<file path="src/rtl/year_disp_pkg.sv">
// Shared constants for the year display path: segment codes (active-low,
// {g,f,e,d,c,b,a}) and the digit-to-segment helper.
package year_disp_pkg;
  localparam int         DIGITS    = 4;
  localparam logic [3:0] AN_OFF    = 4'b1111;
  localparam logic [6:0] SEG_BLANK = 7'b1111111;
  localparam logic [6:0] SEG_DASH  = 7'b0111111;
  localparam logic [6:0] SEG_0     = 7'b1000000;
  localparam logic [6:0] SEG_1     = 7'b1111001;
  localparam logic [6:0] SEG_2     = 7'b0100100;
  localparam logic [6:0] SEG_3     = 7'b0110000;
  localparam logic [6:0] SEG_4     = 7'b0011001;
  localparam logic [6:0] SEG_5     = 7'b0010010;
  localparam logic [6:0] SEG_6     = 7'b0000010;
  localparam logic [6:0] SEG_7     = 7'b1111000;
  localparam logic [6:0] SEG_8     = 7'b0000000;
  localparam logic [6:0] SEG_9     = 7'b0010000;

  function automatic logic [6:0] seg_code(input logic [3:0] digit);
    case (digit)
      4'd0:    seg_code = SEG_0;
      4'd1:    seg_code = SEG_1;
      4'd2:    seg_code = SEG_2;
      4'd3:    seg_code = SEG_3;
      4'd4:    seg_code = SEG_4;
      4'd5:    seg_code = SEG_5;
      4'd6:    seg_code = SEG_6;
      4'd7:    seg_code = SEG_7;
      4'd8:    seg_code = SEG_8;
      4'd9:    seg_code = SEG_9;
      default: seg_code = SEG_BLANK;
    endcase
  endfunction
endpackage

</file>
<file path="src/rtl/seg7_pair_decode.sv">
// Splits a binary pair value (0-99) into tens/units segment codes; values
// above 99 show a dash on both digits.
module seg7_pair_decode
  import year_disp_pkg::*;
(
  input  logic [6:0] value,
  output logic [6:0] tens_seg,
  output logic [6:0] units_seg
);
  logic [3:0] tens_d;
  logic [3:0] units_d;

  always_comb begin
    tens_d    = 4'(value / 7'd10);
    units_d   = 4'(value % 7'd10);
    tens_seg  = SEG_DASH;
    units_seg = SEG_DASH;
    if (value <= 7'd99) begin
      tens_seg  = seg_code(tens_d);
      units_seg = seg_code(units_d);
    end
  end
endmodule

</file>
<file path="src/rtl/year_seg_scan.sv">
// Multiplexed 4-digit common-anode scanner for the year counter, with
// frame-boundary snapshot, anode guard interval and edit-pair blinking.
module year_seg_scan
  import year_disp_pkg::*;
#(
  parameter int REFRESH_DIV  = 50000,
  parameter int GUARD        = 2,
  parameter int BLINK_FRAMES = 125
) (
  input  logic       clk,
  input  logic       rst,
  input  logic [6:0] cnt_y_thousand_hundred,
  input  logic [6:0] cnt_y_ten_unit,
  input  logic       blink_hi,
  input  logic       blink_lo,
  output logic [3:0] an_n,
  output logic [6:0] seg_n
);
  localparam int CW = $clog2(REFRESH_DIV);
  localparam int FW = (BLINK_FRAMES > 1) ? $clog2(BLINK_FRAMES) : 1;

  logic [CW-1:0] cnt_reg, cnt_next;
  logic [1:0]    idx_reg, idx_next;
  logic [FW-1:0] frame_reg, frame_next;
  logic          phase_reg, phase_next;
  logic [6:0]    snap_hi_reg, snap_hi_next;
  logic [6:0]    snap_lo_reg, snap_lo_next;
  logic          load_pending_reg, load_pending_next;
  logic [6:0]    seg_reg, seg_next;
  logic [3:0]    an_reg, an_next;
  logic          tick;
  logic          frame_wrap;
  logic [3:0]    an_onecold;
  logic [3:0]    an_mask;
  logic [6:0]    digit_seg [DIGITS];

  // Decoders read the next-snapshot values so a boundary slot shows fresh data.
  seg7_pair_decode u_dec_lo (
    .value     (snap_lo_next),
    .tens_seg  (digit_seg[1]),
    .units_seg (digit_seg[0])
  );

  seg7_pair_decode u_dec_hi (
    .value     (snap_hi_next),
    .tens_seg  (digit_seg[3]),
    .units_seg (digit_seg[2])
  );

  for (genvar gi = 0; gi < DIGITS; gi++) begin : g_an
    assign an_onecold[gi] = (idx_next != 2'(gi));
  end

  assign an_mask = {{2{blink_hi & phase_next}}, {2{blink_lo & phase_next}}};

  always_comb begin
    tick              = (cnt_reg == CW'(REFRESH_DIV - 1));
    frame_wrap        = tick && (idx_reg == 2'd3);
    cnt_next          = tick ? '0 : cnt_reg + CW'(1);
    idx_next          = tick ? idx_reg + 2'd1 : idx_reg;
    frame_next        = frame_reg;
    phase_next        = phase_reg;
    snap_hi_next      = snap_hi_reg;
    snap_lo_next      = snap_lo_reg;
    load_pending_next = 1'b0;
    if (frame_wrap) begin
      if (frame_reg == FW'(BLINK_FRAMES - 1)) begin
        frame_next = '0;
        phase_next = ~phase_reg;
      end else begin
        frame_next = frame_reg + FW'(1);
      end
    end
    if (load_pending_reg || frame_wrap) begin
      snap_hi_next = cnt_y_thousand_hundred;
      snap_lo_next = cnt_y_ten_unit;
    end
    seg_next = (tick || load_pending_reg) ? digit_seg[idx_next] : seg_reg;
    an_next  = (int'(cnt_next) < GUARD) ? AN_OFF : (an_onecold | an_mask);
  end

  always_ff @(posedge clk or negedge rst) begin
    if (!rst) begin
      cnt_reg          <= '0;
      idx_reg          <= '0;
      frame_reg        <= '0;
      phase_reg        <= 1'b0;
      snap_hi_reg      <= '0;
      snap_lo_reg      <= '0;
      load_pending_reg <= 1'b1;
      seg_reg          <= SEG_BLANK;
      an_reg           <= AN_OFF;
    end else begin
      cnt_reg          <= cnt_next;
      idx_reg          <= idx_next;
      frame_reg        <= frame_next;
      phase_reg        <= phase_next;
      snap_hi_reg      <= snap_hi_next;
      snap_lo_reg      <= snap_lo_next;
      load_pending_reg <= load_pending_next;
      seg_reg          <= seg_next;
      an_reg           <= an_next;
    end
  end

  assign an_n  = an_reg;
  assign seg_n = seg_reg;
endmodule

</file>
<file path="config.mk">
export PLATFORM = sky130hd
export DESIGN_NAME = year_seg_scan
export DESIGN_NICKNAME = d
export VERILOG_FILES = /design/src/rtl/year_disp_pkg.sv /design/src/rtl/seg7_pair_decode.sv /design/src/rtl/year_seg_scan.sv
export SDC_FILE = /design/constraint.sdc
export NUM_CORES = 1
export LEC_CHECK = 0
export ABC_AREA = 1
export BUFFER_PORTS_ARGS = -buffer_cell sky130_fd_sc_hd__buf_2
export CAP_MARGIN = 15
export CORE_MARGIN = 2
export CORE_UTILIZATION = 30
export DETAILED_ROUTE_END_ITERATION = 7
export SYNTH_ARGS = -nofsm -noshare
export SYNTH_HDL_FRONTEND = slang
export SYNTH_HIERARCHICAL = 1
export SYNTH_SLANG_ARGS = --single-unit
</file>
<file path="constraint.sdc">
create_clock -name clk -period 5.3 [get_ports clk]
set_clock_uncertainty 0.15 [all_clocks]
set_input_delay 0 -clock clk [delete_from_list [all_inputs] [get_ports clk]]
set_output_delay 0 -clock clk [all_outputs]
set_load 0.1 [all_outputs]
</file>
==> impl_metrics.ini, run 1 <==
[synthesis]
synth_seq_area_share_pct = 29.1
ys_types = 40
post_synth_instance_area_sq_um = 4530
netlist_instances = 653
yosys_warnings = 6
syn-num-nets = 697
yosys_register_bits = 52
syn_area_per_cell_sq_um = 6.93

[drt]
antenna_left = 0
vias_per_cell = 4.56
drt-pass1-iter-count = 4
route.detailed.wl_per_inst_microns = 11.0
route.detailed.drc = 0
detail_route.wirelength_microns = 9790
detail_route.iter0.violations = 211
num_vias = 4056

[worst_setup_path]
critPathMostFrequentCell = nand2_1
critical_path.endpoint_type = flip-flop
cp_slowest_cell = dfrtp_1
cp_data_arrival_time_ns = 4.83
setup.worst_path.start_class = flip-flop
criticalPathCategory = flip-flop to flip-flop
crit_path_max_fanout = 10
worst_path_largest_cell_delay_ns = 0.38
cp_data_required_time_ns = 5.39

[clock_network]
clock_insertion_delay_worst_skew_ns = 0.30
clk_pin_slew_worst_paths_ns = 0.07
clock_tree.root_cell = clkbuf_16
ctsLongestPathBuffers = 2
htree_levels = 2
numCtsBuffers = 5
clock_sink_count = 52
cts_tree = built

[cells_and_area]
area_occupied_by_multi_input_gates_sq_um = 2770
largest_register_ffs = 16
design.final.nets = 749
seq_area_sq_um = 1320
final_layout_size_suffix_gt1_share_pct = 19.3
diodes = 0
nFillCells = 1597
layout-area-overhead-vs-synth_pct = 15.8

[place]
globalplace.congestion = 0.868
place.port_buffers = 28
detailedPlacementHpwl_microns = 7490
dp_slack_ns = 0.382

[sta]
setup-tns-final_ns = 0
min_period_ns = 4.74
setup_viol = 0
fin_ws_ns = 0.559
transition_time_at_the_pin_with_the_least_slew_margin_ns = 0.691
final.period_utilization_pct = 89.5
timing.hold.ws_ns = 0.206
rsz0062_at_grt = no
maxClockFrequency_ghz = 0.211
max_slew_margin_pct = 53.9
hold_viol = 0
timing.final.max_slew_violations = 0

[power_and_ir_drop]
clock_power_share_pct = 20.1
static-leakage-power_nw = 2.81
internal-power_w = 0.000915
powerDensity_nw_per_um2 = 329
worst_ir_drop_vdd_uv = 178
power.combinational.fraction_pct = 53.2
post-layout-total-power_w = 0.00172
switchingPower_w = 0.000809
switching_share_pct = 46.9
seq_power_share_pct = 26.7

[global_routing]
antenna_found_initial = 0
grt_usage_pct = 13.0
grt_overflow_total = 0
vias_in_the_first_global_route = 3942
grt_start_max_net_pins = 53
grt_first_pass_wirelength_microns = 17400

[floorplan]
fp.dieArea_sq_um = 16100
floorplan.rows = 44
core_region_area_sq_um = 14600
die_w_microns = 127
design.portCount = 29
chipHeight_microns = 127
floorplan.initialDensity_pct = 30.9

[worst_hold_path]
holdCritPathClass = input port to asynchronous set/reset pin

[job]
timing.max_cap.violations = 0

[status]
status = finished, final reports clean
[path summary, 6_finish.rpt]
kind	start	depth (start not counted)	to	slack [ns]
hold / removal	rst	3	cnt_reg[14]$_DFF_PN0_	0.21
setup reg to reg	cnt_reg[0]$_DFF_PN0_	34	seg_n[6]$_DFFE_PN1P_	0.56
hold reg to reg	seg_n[1]$_DFFE_PN1P_	2	seg_n[1]$_DFFE_PN1P_	0.32
min in group clk	seg_n[1]$_DFFE_PN1P_	2	seg_n[1]$_DFFE_PN1P_	0.32
setup / recovery	cnt_reg[0]$_DFF_PN0_	34	seg_n[6]$_DFFE_PN1P_	0.56
max in group asynchronous	rst	3	idx_reg[0]$_DFF_PN0_	4.33
[per-layer routing]
metal / vias to the layer above / part of all wire [%] / global-route usage, %
li1: 2173 / - / -
met1: 1842 / 50 / 17.0
met2: 32 / 47 / 22.1
met3: 9 / 2.0 / 1.98
met4: 0 / 1.2 / 4.07
met5: - / 0 / 0
[repair_timing]
action,in CTS,in global routing
setup buffers,0,5
endpoints found under the hold margin,58,0
setup endpoints to repair,0,6
resized for setup,0,5
hold buffers,17,0
[cell type report]
cell class                 instances  share of cell area [%]
multi-input combinational        485                    52.8
sequential                        52                    25.1
inverter                         109                    7.90
timing repair buffer              52                    6.92
tap                              184                    4.39
clock buffer                       6                    2.65
clock inverter                     2                   0.263
[Yosys cell counts (all sizes together)]
cell / n / share of area [%]
dfrtp: 40 / 22
o211ai: 2 / 0.33
mux2: 14 / 3.5
dfstp: 12 / 7.0
nor3: 4 / 0.55
a21oi: 11 / 1.4
xnor2: 2 / 0.39
and2: 1 / 0.14
nand3b: 1 / 0.17
xor2: 2 / 0.39
nand3: 96 / 12
buf: 7 / 1.2
nand2: 230 / 22
clkinv: 4 / 0.33
o21ai: 26 / 3.5
o31ai: 2 / 0.33
ha: 26 / 7.2
o21bai: 1 / 0.17
inv: 105 / 8.8
nand4: 14 / 2.9
conb: 1 / 0.083
nor2: 52 / 5.4
[critical path: cells and delay by family (launching register included)]
kind	cells	cell delay (ns)
buffers and inverters	5	0.49
flip-flops	1	0.38
multiplexers	1	0.36
adder cells (fa/ha/maj)	3	0.56
AO/OA/AOI/OAI	2	0.36
AND/OR/NAND/NOR	23	2.39
[placed cells by master (no fill, tap or decap), drive strengths merged]
| cell | netlist | final |
|---|---|---|
| nand2 | 230 | 230 |
| inv | 105 | 106 |
| nand3 | 96 | 96 |
| nor2 | 52 | 52 |
| dfrtp | 40 | 40 |
| buf | 7 | 35 |
| ha | 26 | 26 |
| o21ai | 26 | 26 |
| dlygate4sd3 | 0 | 17 |
| nand4 | 14 | 14 |
| mux2 | 14 | 14 |
| dfstp | 12 | 12 |
| a21oi | 11 | 11 |
| clkbuf | 0 | 6 |
| clkinv | 4 | 5 |
| nor3 | 4 | 4 |
| xor2 | 2 | 2 |
| xnor2 | 2 | 2 |
| o31ai | 2 | 2 |
| o211ai | 2 | 2 |
| o21bai | 1 | 1 |
| nand3b | 1 | 1 |
| and2 | 1 | 1 |
| conb | 1 | 1 |
[kinds of logic after synthesis]
logic type      Yosys count  synth area share, %
simple gates            398                 43.4
fa+ha+maj                26                 7.18
compound gates           42                 5.66
buf+inv                 116                 10.4
xor+xnor                  4                0.774
mux                      14                 3.48
other cells               1               0.0828
flops                    52                 29.1
[power by group through the flow]
stage / logic, W / clock network [W] / registers, W
2_1_floorplan: 0.000584 / 0 / 0.000645
3_3_place_gp: 0.000906 / 0 / 0.000468
3_5_place_dp: 0.000905 / 0 / 0.000468
4_1_cts: 0.000918 / 0.000361 / 0.000461
5_1_grt: 0.00103 / 0.000380 / 0.000467
6_report: 0.000917 / 0.000347 / 0.000460
[per-stage QoR]
| step | instances | instance area [sq um] | utilization [%] |
|---|---|---|---|
| floorplan | 653 | 4530 | - |
| global placement | 860 | 4860 | 33.2 |
| detailed placement | 860 | 4860 | 33.2 |
| CTS | 885 | 5180 | 35.4 |
| global route | 890 | 5240 | 35.8 |
| finish | 890 | 5240 | 35.8 |
Power figures use the tool's default switching activity.
==> run 2, diff against run 1 <==
Clock period 5.3 ns to 4.6 ns, I/O delays scaled along.
==> run 2 against run 1 <==
Effect of this change: core utilization grew 2.1 points; critical path depth up 1; global-route usage shrank 0.26 points; final area up 5.7%; register-to-register slack got worse by 0.23 ns; largest power group unchanged; critical path type unchanged; highest routed layer unchanged.
==> impl_metrics.ini, run 2 (synthesis results as in run 1) <==
[floorplan]
chipHeight_microns = 127
design.portCount = 29
floorplan.rows = 44
die_w_microns = 127
fp.dieArea_sq_um = 16100
core_region_area_sq_um = 14600
floorplan.initialDensity_pct = 30.9

[clock_network]
clock_insertion_delay_worst_skew_ns = 0.29
clock_tree.root_cell = clkbuf_16
numCtsBuffers = 5
cts_tree = built
ctsLongestPathBuffers = 2
clock_sink_count = 52
clk_pin_slew_worst_paths_ns = 0.08
htree_levels = 2

[sta]
hold_viol = 0
max_slew_margin_pct = 55.6
min_period_ns = 4.27
final.period_utilization_pct = 92.8
setup_viol = 0
setup-tns-final_ns = 0
timing.final.max_slew_violations = 0
transition_time_at_the_pin_with_the_least_slew_margin_ns = 0.667
maxClockFrequency_ghz = 0.234

[cells_and_area]
instances_no_fill = 909
area_occupied_by_multi_input_gates_sq_um = 2930
layout.cells.most_common = nand2_1
layout.cells.most_common_list = 186 x nand2_1, 88 x inv_1, 87 x nand3_1
design.final.nets = 768
seq_area_sq_um = 1320
largest_register_ffs = 16
nFillCells = 1555
layout-area-overhead-vs-synth_pct = 22.4
final_layout_size_suffix_gt1_share_pct = 25.1
diodes = 0

[worst_setup_path]
worst_path_largest_cell_delay_ns = 0.42
number_of_buffers_and_inverters_on_the_critical_path = 5
crit_path_max_fanout = 7
cp_slowest_cell = dfrtp_1
crit_path_max_delay_family = simple AND/OR/NAND/NOR gates
cp_data_arrival_time_ns = 4.36
critPathMostFrequentCell = nand2_1
critical_path.endpoint_type = flip-flop
setup.worst_path.start_class = flip-flop
criticalPathCategory = flip-flop to flip-flop
cp_data_required_time_ns = 4.69

[power_and_ir_drop]
powerDensity_nw_per_um2 = 371
seq_power_share_pct = 25.9
static-leakage-power_nw = 2.98
internal-power_w = 0.00109
clock_power_share_pct = 19.2
worst_ir_drop_vdd_uv = 243
post-layout-total-power_w = 0.00205
switchingPower_w = 0.000964
switching_share_pct = 46.9
power.combinational.fraction_pct = 54.8

[drt]
drt-pass1-iter-count = 4
detail_route.iter0.violations = 237
vias_per_cell = 4.54
route.detailed.wl_per_inst_microns = 11.3
route.detailed.drc = 0
detail_route.wirelength_microns = 10200
num_vias = 4131
antenna_left = 0

[status]
status = finished, final reports clean

[global_routing]
groute.layer.met1.usage_pct = 16.6
grt_start_max_net_pins = 53
use_met2_pct = 22.2
busiest_layer = met2
grt_first_pass_wirelength_microns = 17300
grt_use_met3_pct = 2.11
grt_overflow_total = 0
antenna_found_initial = 0
vias_in_the_first_global_route = 3959
grt_usage_pct = 12.7

[job]
timing.max_cap.violations = 0

[place]
detailedPlacementHpwl_microns = 7570
place_inst = 868
globalplace.congestion = 0.862
place.port_buffers = 28

[worst_hold_path]
holdCritPathClass = input port to asynchronous set/reset pin
[run 2: worst register-to-register path: cells and delay by family (launching register included)]
kind	cells	cell delay, ns
compound gates	2	0.35
fa+ha+maj	3	0.47
buf+inv	5	0.32
flops	1	0.42
mux	1	0.35
simple gates	24	2.14
[run 2: layer usage]
layer	vias up	wire (microns)
li1	2211	-
met1	1871	4940
met2	40	4940
met3	9	246
met4	0	116
met5	-	0
[run 2: path summary, 6_finish.rpt]
kind	depth (start not counted)	end	start	slack, ns
worst max register to register	35	seg_n[6]$_DFFE_PN1P_	cnt_reg[1]$_DFF_PN0_	0.33
worst min register to register	2	seg_n[3]$_DFFE_PN1P_	seg_n[3]$_DFFE_PN1P_	0.33
min in group clk	2	seg_n[3]$_DFFE_PN1P_	seg_n[3]$_DFFE_PN1P_	0.33
max in group asynchronous	3	cnt_reg[7]$_DFF_PN0_	rst	3.66
worst min-delay path	3	cnt_reg[12]$_DFF_PN0_	rst	0.21
worst max-delay path	35	seg_n[6]$_DFFE_PN1P_	cnt_reg[1]$_DFF_PN0_	0.33
[run 2: power groups by stage]
stage	clock network, W	logic (W)	registers [W]
2_1_floorplan	0	0.000672	0.000743
3_3_place_gp	0	0.00106	0.000541
3_5_place_dp	0	0.00105	0.000541
4_1_cts	0.000412	0.00107	0.000532
5_1_grt	0.000433	0.00127	0.000538
6_report	0.000395	0.00113	0.000533
[run 2: per-stage QoR]
step	area [sq um]	setup slack [ns]	util [%]	hold slack (ns)
3_5_place_dp	4920	-0.0758	33.6	0.0228
5_1_grt	5540	-0.0470	37.8	0.288
3_3_place_gp	4920	0.0136	33.6	0.0272
6_report	5540	0.332	37.8	0.212
2_1_floorplan	4530	0.250	-	-0.446
4_1_cts	5270	0.00216	36.0	0.236
[run 2: layout make-up]
cell class	count	area share, %
multi-input cells	486	52.9
flip-flops and latches	52	23.8
repair buffers	70	8.99
inverters	109	7.47
well taps	184	4.15
clock buffers	5	2.26
clock inverters	3	0.497
[run 2: repair_timing]
action | 4_1_cts | 5_1_grt
resized for setup | 6 | 46
hold buffers | 17 | 0
hold endpoints to repair | 58 | 0
buffers inserted | 1 | 14
pin swaps | 0 | 16
endpoints found under the setup margin | 6 | 7
gates cloned | 0 | 1
==> run 3, diff against run 2 <==
Settings changed: CTS_BUF_LIST set to sky130_fd_sc_hd__clkbuf_4 sky130_fd_sc_hd__clkbuf_8, SLEW_MARGIN set to 25.
==> run 3 against run 2 <==
Effect of this change: worst setup slack got worse by 0.011 ns; die area is the same; clock power is 26% lower; combinational power about the same; sequential share of layout area rose by 0.23 points; hold slack lost 0.033 ns; count of clock-buffer cells in the layout is the same; critical path type unchanged; largest power group unchanged.
==> impl_metrics.ini, run 3 (synthesis results as in run 1) <==
[global_routing]
antenna_found_initial = 0
grt_usage_pct = 12.7
grt_overflow_total = 0
grt_start_max_net_pins = 53
grt_first_pass_wirelength_microns = 17400
vias_in_the_first_global_route = 3966

[floorplan]
die_w_microns = 127
floorplan.rows = 44
floorplan.initialDensity_pct = 30.9
core_region_area_sq_um = 14600
design.portCount = 29
chipHeight_microns = 127
fp.dieArea_sq_um = 16100

[place]
detailedPlacementHpwl_microns = 7570
globalplace.congestion = 0.862
place.port_buffers = 28
dp_slack_ns = -0.0758
place_inst = 868

[worst_setup_path]
cp_slowest_cell = dfrtp_1
setup.worst_path.start = cnt_reg[1]$_DFF_PN0_
reg_to_reg_critical_path_endpoint = seg_n[6]$_DFFE_PN1P_
worst_r2r_path_depth = 36
rrSetupSlack_ns = 0.32
worst_path_largest_cell_delay_ns = 0.43
critical_path.endpoint_type = flip-flop
cp_data_required_time_ns = 4.73
cp_data_arrival_time_ns = 4.41
criticalPathCategory = flip-flop to flip-flop
crit_path_max_fanout = 7
critPathMostFrequentCell = nand2_4
crit-reg2reg-launch = cnt_reg[1]$_DFF_PN0_
setup.worst_path.start_class = flip-flop

[sta]
fin_ws_ns = 0.321
maxClockFrequency_ghz = 0.234
hold_viol = 0
final.period_utilization_pct = 93.0
max_slew_margin_pct = 55.5
transition_time_at_the_pin_with_the_least_slew_margin_ns = 0.667
setup_viol = 0
min_period_ns = 4.28
timing.final.max_slew_violations = 0

[power_and_ir_drop]
static-leakage-power_nw = 2.95
powerDensity_nw_per_um2 = 356
worst_ir_drop_vdd_uv = 243

[worst_hold_path]
holdCritPathClass = input port to asynchronous set/reset pin

[clock_network]
clock_insertion_delay_worst_skew_ns = 0.32
ctsLongestPathBuffers = 2
clock_tree.root_cell = clkbuf_8
numCtsBuffers = 5
cts_tree = built
htree_levels = 2
clock_sink_count = 52
clk_pin_slew_worst_paths_ns = 0.12

[status]
status = finished, final reports clean

[job]
timing.max_cap.violations = 0

[drt]
route.detailed.drc = 0
vias_per_cell = 4.55
num_vias = 4135
detail_route.iter0.violations = 285
antenna_left = 0
detail_route.wirelength_microns = 10200
route.detailed.wl_per_inst_microns = 11.2
drt-pass1-iter-count = 4

[cells_and_area]
layout-area-overhead-vs-synth_pct = 21.2
diodes = 0
layout.cells.most_common = nand2_1
instances_no_fill = 909
design.final.nets = 768
final_layout_size_suffix_gt1_share_pct = 25.1
layout.cells.most_common_list = 184 x nand2_1, 89 x inv_1, 87 x nand3_1
largest_register_ffs = 16
-- run 3: cell counts in the layout (fill, tap and decap cells not counted) --
Identical to the previous run, type by type.
-- run 3: metal layers --
layer  vias to the layer above  global-route usage, %  share of wire, %  wire length (microns)
li1                       2207                      -                 -                      -
met1                      1869                   16.7                48                   4890
met2                        46                   22.2                48                   4860
met3                        13                   2.11               2.8                    287
met4                         0                   2.59               1.5                    149
met5                         -                      0                 0                      0
-- run 3: metrics by stage --
| step | hold WS, ns | area (sq um) | TNS, ns | util, % | total power [W] |
|---|---|---|---|---|---|
| after CTS | 0.198 | 5220 | 0 | 35.6 | 0.00191 |
| after global routing | 0.242 | 5490 | -0.132 | 37.5 | 0.00213 |
| after global placement | 0.0272 | 4920 | 0 | 33.6 | 0.00160 |
| after floorplan | -0.446 | 4530 | 0 | - | 0.00141 |
| final | 0.179 | 5490 | 0 | 37.5 | 0.00196 |
| after detailed placement | 0.0228 | 4920 | -0.146 | 33.6 | 0.00159 |
-- run 3: what timing repair did --
item                                    4_1_cts  5_1_grt
hold endpoints to repair                     58        0
cloned                                        0        1
pin swaps                                     0       18
resized for setup                             6       46
setup buffers                                 2       13
endpoints found under the setup margin        6        7
hold buffers                                 17        0
-- run 3: worst max path at each step --
stage | to | slack [ns] | cells after the start
floorplan | seg_n[6]$_DFFE_PN1P_ | 0.25 | 36
global placement | seg_n[3]$_DFFE_PN1P_ | 0.01 | 35
detailed placement | seg_n[3]$_DFFE_PN1P_ | -0.08 | 35
CTS | seg_n[3]$_DFFE_PN1P_ | 0.03 | 38
global route | seg_n[3]$_DFFE_PN1P_ | -0.05 | 38
finish | seg_n[6]$_DFFE_PN1P_ | 0.32 | 36
-- run 3: area by class of cell --
| class | count | area, sq um |
|---|---|---|
| Multi-Input combinational cell | 486 | 2930 |
| Clock inverter | 3 | 27.5 |
| Tap cell | 184 | 230 |
| Sequential cell | 52 | 1320 |
| Inverter | 109 | 414 |
| Clock buffer | 5 | 68.8 |
| Fill cell | 1566 | 9160 |
| Timing Repair Buffer | 70 | 498 |
-- run 3: power breakdown --
group	switching (W)	internal [W]
clock network	0.000181	0.000112
registers	0.0000174	0.000515
logic	0.000760	0.000369
total	0.000959	0.000997
-- run 3: worst max-delay path, delay by kind of cell (launching register included) --
| kind | cells | cell delay, ns |
|---|---|---|
| AOI/OAI and AO/OA | 2 | 0.18 |
| adders and majority gates | 3 | 0.47 |
| buffers and inverters | 4 | 0.31 |
| DFF | 1 | 0.43 |
| muxes | 1 | 0.35 |
| and+or+nand+nor | 26 | 2.35 |
